**config.mk**
```make
export PLATFORM = sky130hd
export DESIGN_NAME = arc_engine
export DESIGN_NICKNAME = d
export VERILOG_FILES = /design/src/rtl/lab_pkg.sv /design/src/rtl/arc_octant_map.sv /design/src/rtl/arc_engine.sv
export SDC_FILE = /design/constraint.sdc
export NUM_CORES = 1
export LEC_CHECK = 0
export CORE_ASPECT_RATIO = 1.2
export CORE_UTILIZATION = 50
export CTS_BUF_LIST = sky130_fd_sc_hd__clkbuf_2 sky130_fd_sc_hd__clkbuf_4 sky130_fd_sc_hd__clkbuf_8
export DETAILED_ROUTE_END_ITERATION = 8
export HOLD_SLACK_MARGIN = 0.1
export PLACE_DENSITY = 0.73
export SETUP_SLACK_MARGIN = 0.4
export SLEW_MARGIN = 5
export SYNTH_ARGS = -nofsm -noshare
export SYNTH_HDL_FRONTEND = slang
export SYNTH_SLANG_ARGS = --single-unit
```
**constraint.sdc**
```tcl
create_clock -name clk -period 9.41 [get_ports clk]
set_input_delay 1.4115 -clock clk [delete_from_list [all_inputs] [get_ports clk]]
set_output_delay 1.4115 -clock clk [all_outputs]
set_load 0.1 [all_outputs]
```
**src/rtl/lab_pkg.sv**
```systemverilog
// Shared lab types and constants: draw-engine states, octant masks and the
// 3-bit palette used by every drawing block.
package lab_pkg;

  typedef enum logic [2:0] {
    ARC_IDLE,
    ARC_LOAD,
    ARC_SCAN,
    ARC_STEP,
    ARC_DONE
  } arc_state_t;

  localparam logic [7:0] ARC_OCT_ALL = 8'hFF;

  localparam logic [2:0] COL_BLACK = 3'd0;
  localparam logic [2:0] COL_BLUE  = 3'd1;
  localparam logic [2:0] COL_GREEN = 3'd2;
  localparam logic [2:0] COL_RED   = 3'd4;
  localparam logic [2:0] COL_WHITE = 3'd7;

endpackage

```
**src/rtl/arc_octant_map.sv**
```systemverilog
// Maps an octant index and the current midpoint offsets onto a screen pixel,
// flagging whether that pixel lies inside the visible area.
module arc_octant_map #(
  parameter int SCREEN_W = 160,
  parameter int SCREEN_H = 120,
  parameter int XW = 8,
  parameter int YW = 7,
  parameter int RW = 8,
  parameter int PW = 10
) (
  input  logic [2:0]           oct,
  input  logic signed [RW:0]   dx,
  input  logic signed [RW:0]   dy,
  input  logic [XW-1:0]        cx,
  input  logic [YW-1:0]        cy,
  output logic [XW-1:0]        pix_x,
  output logic [YW-1:0]        pix_y,
  output logic                 on_screen
);

  localparam logic signed [PW-1:0] X_LIM = PW'(SCREEN_W);
  localparam logic signed [PW-1:0] Y_LIM = PW'(SCREEN_H);

  logic signed [PW-1:0] cxs, cys, dxs, dys, px, py;

  assign cxs = {{(PW-XW){1'b0}}, cx};
  assign cys = {{(PW-YW){1'b0}}, cy};
  assign dxs = {{(PW-RW-1){dx[RW]}}, dx};
  assign dys = {{(PW-RW-1){dy[RW]}}, dy};

  // Octant 1 is index 0; each octant reflects (dx,dy) about the centre.
  always_comb begin
    px = cxs;
    py = cys;
    case (oct)
      3'd0: begin px = cxs + dxs; py = cys + dys; end
      3'd1: begin px = cxs + dys; py = cys + dxs; end
      3'd2: begin px = cxs - dys; py = cys + dxs; end
      3'd3: begin px = cxs - dxs; py = cys + dys; end
      3'd4: begin px = cxs - dxs; py = cys - dys; end
      3'd5: begin px = cxs - dys; py = cys - dxs; end
      3'd6: begin px = cxs + dys; py = cys - dxs; end
      default: begin px = cxs + dxs; py = cys - dys; end
    endcase
  end

  assign on_screen = (px >= 0) && (px < X_LIM) && (py >= 0) && (py < Y_LIM);
  assign pix_x = px[XW-1:0];
  assign pix_y = py[YW-1:0];

endmodule

```
**src/rtl/arc_engine.sv**
```systemverilog
// Midpoint-circle arc drawer: walks the offsets of one octant and mirrors each
// point into the octants enabled by the mask, with a valid/ready pixel port.
module arc_engine
  import lab_pkg::*;
#(
  parameter int SCREEN_W = 160,
  parameter int SCREEN_H = 120,
  parameter int XW = 8,
  parameter int YW = 7,
  parameter int RW = 8,
  parameter int CW = 3
) (
  input  logic          clk,
  input  logic          rst_n,
  input  logic          start,
  input  logic [XW-1:0] centre_x,
  input  logic [YW-1:0] centre_y,
  input  logic [RW-1:0] radius,
  input  logic [CW-1:0] colour,
  input  logic [7:0]    octant_mask,
  input  logic          plot_ready,
  output logic [XW-1:0] vga_x,
  output logic [YW-1:0] vga_y,
  output logic [CW-1:0] vga_colour,
  output logic          vga_plot,
  output logic          done
);

  localparam int PW = ((XW > YW) ? XW : YW) + 2;
  localparam logic signed [RW+2:0] CRIT_ZERO = (RW+3)'(0);
  localparam logic signed [RW+2:0] CRIT_ONE  = (RW+3)'(1);
  localparam logic signed [RW:0]   OFF_ONE   = (RW+1)'(1);

  arc_state_t state, state_nxt;

  logic [2:0]           oct;
  logic [XW-1:0]        cx;
  logic [YW-1:0]        cy;
  logic [CW-1:0]        col;
  logic [7:0]           mask;
  logic signed [RW:0]   off_x, off_y, x_nxt, y_nxt;
  logic signed [RW+2:0] crit, crit_nxt;
  logic [XW-1:0]        pix_x;
  logic [YW-1:0]        pix_y;
  logic                 on_screen;
  logic                 advance;

  arc_octant_map #(
    .SCREEN_W(SCREEN_W), .SCREEN_H(SCREEN_H),
    .XW(XW), .YW(YW), .RW(RW), .PW(PW)
  ) u_map (
    .oct(oct), .dx(off_x), .dy(off_y), .cx(cx), .cy(cy),
    .pix_x(pix_x), .pix_y(pix_y), .on_screen(on_screen)
  );

  always_ff @(posedge clk) begin
    if (!rst_n) state <= ARC_IDLE;
    else        state <= state_nxt;
  end

  // Offsets are one bit wider than the radius so x may go below zero on the
  // final step (r=0) and still terminate the loop correctly.
  always_comb begin
    y_nxt    = off_y + OFF_ONE;
    x_nxt    = off_x;
    crit_nxt = crit + ({{2{y_nxt[RW]}}, y_nxt} <<< 1) + CRIT_ONE;
    if (crit > CRIT_ZERO) begin
      x_nxt    = off_x - OFF_ONE;
      crit_nxt = crit + (({{2{y_nxt[RW]}}, y_nxt} - {{2{x_nxt[RW]}}, x_nxt}) <<< 1) + CRIT_ONE;
    end
  end

  always_comb begin
    state_nxt = state;
    vga_plot  = 1'b0;
    vga_x     = '0;
    vga_y     = '0;
    done      = 1'b0;
    advance   = 1'b0;
    case (state)
      ARC_IDLE: if (start) state_nxt = ARC_LOAD;
      ARC_LOAD: state_nxt = ARC_SCAN;
      ARC_SCAN: begin
        vga_plot = mask[oct] && on_screen;
        vga_x    = pix_x;
        vga_y    = pix_y;
        advance  = !vga_plot || plot_ready;
        if (advance && oct == 3'd7) state_nxt = ARC_STEP;
      end
      ARC_STEP: state_nxt = (y_nxt <= x_nxt) ? ARC_SCAN : ARC_DONE;
      ARC_DONE: begin
        done = 1'b1;
        if (!start) state_nxt = ARC_IDLE;
      end
      default: state_nxt = ARC_IDLE;
    endcase
  end

  always_ff @(posedge clk) begin
    if (!rst_n) begin
      oct   <= '0;
      cx    <= '0;
      cy    <= '0;
      col   <= '0;
      mask  <= '0;
      off_x <= '0;
      off_y <= '0;
      crit  <= '0;
    end else begin
      case (state)
        ARC_LOAD: begin
          cx    <= centre_x;
          cy    <= centre_y;
          col   <= colour;
          mask  <= octant_mask;
          off_x <= {1'b0, radius};
          off_y <= '0;
          crit  <= CRIT_ONE - {3'b000, radius};
          oct   <= '0;
        end
        ARC_SCAN: if (advance) oct <= oct + 3'd1;
        ARC_STEP: begin
          off_x <= x_nxt;
          off_y <= y_nxt;
          crit  <= crit_nxt;
        end
        default: ;
      endcase
    end
  end

  assign vga_colour = col;

endmodule

```
==> impl_metrics.py <==
metrics = {
    "clock_tree": {
        "cts_resized": 0,
        "cts_buffers": 9,
        "clkSlewWorstSetupHoldPaths_ns": 0.08,
        "cts_root_buffer": "clkbuf_8",
        "hold_buffers": 0,
        "cts_sinks": 61,
        "clk_latency_ns": 0.37,
        "cts.htree.levels": 3,
        "clockBufferDepth": 2,
        "post_cts_buffers": 0,
        "cts_tree": "built",
    },
    "logic_synthesis": {
        "synth.top_cells.by_area": "dfxtp_1 (20%), ha_1 (12%), a21oi_1 (7.4%)",
        "syn_area_per_cell_um2": 7.267,
        "synth_flop_cell": "dfxtp_1",
        "syn_inst": 856,
        "postSynth.asyncResetShare": 0,
        "synth_edf_count": 0,
        "synthesis.nets": 961,
        "ys_ff_latch": 61,
        "synth_top_area_share": 0.1963,
        "synthDistinctLibCells": 77,
        "ys_seq_area_frac": 0.1963,
        "synth_largest_area_cell": "dfxtp_1",
        "synth.cell_area_mm2": 0.006221,
        "ys_warn_count": 0,
    },
    "critical_path": {
        "worst_setup_path_start_kind": "flip-flop",
        "critPathSlowestCell": "clkdlybuf4s50_1",
        "path_max_fanout": 23,
        "cp_cell_sequence": "clkinv_1 > ha_1 > or2_2 > nor2_1 > o22ai_1 > ha_1 > fa_1 > nand2b_1 > a21oi_1 > o31ai_1 > a2111oi_0 > xor2_1 > o2111ai_1 > nor4_1 > clkdlybuf4s50_1",
        "required_ns": 8.00,
        "crit_top_cell": "ha_1",
        "arrival_ns": 6.49,
        "critPathMaxStageDelay_ns": 1.25,
        "worstSetupEndpointType": "output pin",
        "worstSetupPathType": "flip-flop to output pin",
    },
    "drt": {
        "via_count": 6243,
        "first_iter_violations": 384,
        "wirelength_um": 18130,
        "via_per_inst": 5.951,
        "routedWlPerCell_um": 17.28,
        "drc": 0,
        "ant_nets": 0,
        "drt-pass1-iter-count": 5,
    },
    "status": {
        "status": "completed",
    },
    "sta": {
        "fin_tns_setup_ns": 0,
        "fin_crit_ns": 7.901,
        "relSlewSlack": 0.2889,
        "setup_violations": 0,
        "grt_setup_unrepaired": "no",
        "slew_violations": 0,
        "skew_ns": 0.01323,
        "hold_viol": 0,
        "fin_hold_ws_ns": 0.4530,
        "fin_crit_sh": 0.8396,
        "max_freq_mhz": 126.6,
        "timing_worst_slew_pin_value_ns": 1.066,
    },
    "global_routing": {
        "first_global_vias": 5759,
        "grt_util_met3": 0.03820,
        "antenna_found_initial": 0,
        "globalRouteOverflowTotal": 0,
        "met1_usage": 0.3334,
        "met2_usage": 0.5213,
        "grt_first_pass_wirelength_um": 28790,
        "groute.usage.overall": 0.2863,
        "grt_max_degree": 55,
        "top_usage_layer": "met2",
    },
    "floorplan": {
        "ios": 58,
        "start_util": 0.5136,
        "num_rows": 44,
        "fp.coreArea_mm2": 0.01211,
        "die_w_um": 103.8,
        "die_h_um": 124.2,
        "die_area_mm2": 0.01289,
    },
    "layout": {
        "layout_commonest_cell": "nand2_1",
        "regArea_mm2": 0.001221,
        "fillers": 1225,
        "nets": 989,
        "antenna_cells": 0,
        "multi_input_area_mm2": 0.004676,
        "final_cell_mix": "nand2_1 (118), a21oi_1 (92), nor2_1 (85)",
        "drive_gt1_frac": 0.05180,
        "syn_to_final_growth_pct": 13.58,
    },
    "power": {
        "power.density_mw_per_mm2": 136.1,
        "p_leak_nw": 2.819,
        "ir_worst_vdd_v": 0.00006009,
    },
    "place": {
        "numPortBuffers": 57,
        "place.gp.congestion": 0.9101,
        "dp_hpwl_um": 13500,
    },
    "run": {
        "maxCapViolations": 0,
    },
    "hold_path": {
        "hp-class": "flip-flop to flip-flop",
    },
}
power by group:
| part | internal (mW) | switching (mW) | leakage [nW] |
|---|---|---|---|
| clock network | 0.143 | 0.119 | 0.108 |
| logic | 0.168 | 0.244 | 2.21 |
| registers | 0.271 | 0.0170 | 0.496 |
| total | 0.582 | 0.380 | 2.82 |
per-stage QoR:
| step | area [µm²] | std cells | worst slack (ns) | util | total power, mW |
|---|---|---|---|---|---|
| finish | 7066 | 1049 | 1.509 | 0.5834 | 0.9616 |
| global route | 7066 | 1049 | 1.077 | 0.5834 | 1.024 |
| CTS | 7066 | 1049 | 1.514 | 0.5834 | 0.9649 |
| detailed placement | 6857 | 1034 | 1.943 | 0.5661 | 0.7008 |
| global placement | 6857 | 1034 | 2.045 | 0.5661 | 0.6976 |
| floorplan | 6221 | 856 | 1.599 | - | 0.6026 |
cells in the mapped netlist, drive strengths merged (12+ instances only):
cell type	number
xor2	26
o21ai	47
nand3	15
clkbuf	32
a211oi	15
dfxtp	61
nor2b	24
xnor2	32
nor3	27
nand2b	12
o21a	12
nand2	118
mux2i	15
buf	14
inv	36
a21oi	93
ha	62
nor2	86
final timing paths:
kind | start | endpoint | slack, ns | cells past startpoint
max reg2reg | oct[2] | state[0] | 4.21 | 15
min reg2reg | vga_colour[1] | vga_colour[1] | 0.45 | 2
min | vga_colour[1] | vga_colour[1] | 0.45 | 2
max | oct[2] | vga_plot | 1.51 | 15
sequential cells by signal, summed over array words and instances, names as in the netlist:
register	cells
vga_colour	3
off_x	9
oct	3
crit	11
off_y	9
cy	7
mask	8
cx	8
state	3
cells by family after synthesis:
family,after synthesis,synth area share
DFF,61,0.1963
adders and majority gates,67,0.1408
muxes,19,0.03499
buffers and inverters,84,0.05350
AOI/OAI and AO/OA,240,0.2414
and+or+nand+nor,327,0.2514
xor gates and xnor gates,58,0.08166
cell type report:
class                           instances  area share
Tap cell                              161     0.02851
Clock inverter                          3    0.006198
Clock buffer                           12     0.02338
Timing Repair Buffer                   63     0.08713
Inverter                               38     0.02019
Sequential cell                        61      0.1728
Multi-Input combinational cell        711      0.6618
worst max-delay path, delay by kind of cell, from the launching register on:
| family | cells | cell delay [ns] |
|---|---|---|
| AND/OR/NAND/NOR | 4 | 1.14 |
| XOR/XNOR | 1 | 0.19 |
| flip-flops | 1 | 0.88 |
| buffers and inverters | 2 | 1.72 |
| AO/OA/AOI/OAI | 5 | 1.15 |
| adder cells (fa/ha/maj) | 3 | 1.03 |
routing by layer:
metal	vias to the layer above	routed length, µm
li1	3089	-
met1	2941	7691
met2	173	9070
met3	40	715
met4	0	648
met5	-	0
No activity file was read; power rests on OpenSTA's default activity.
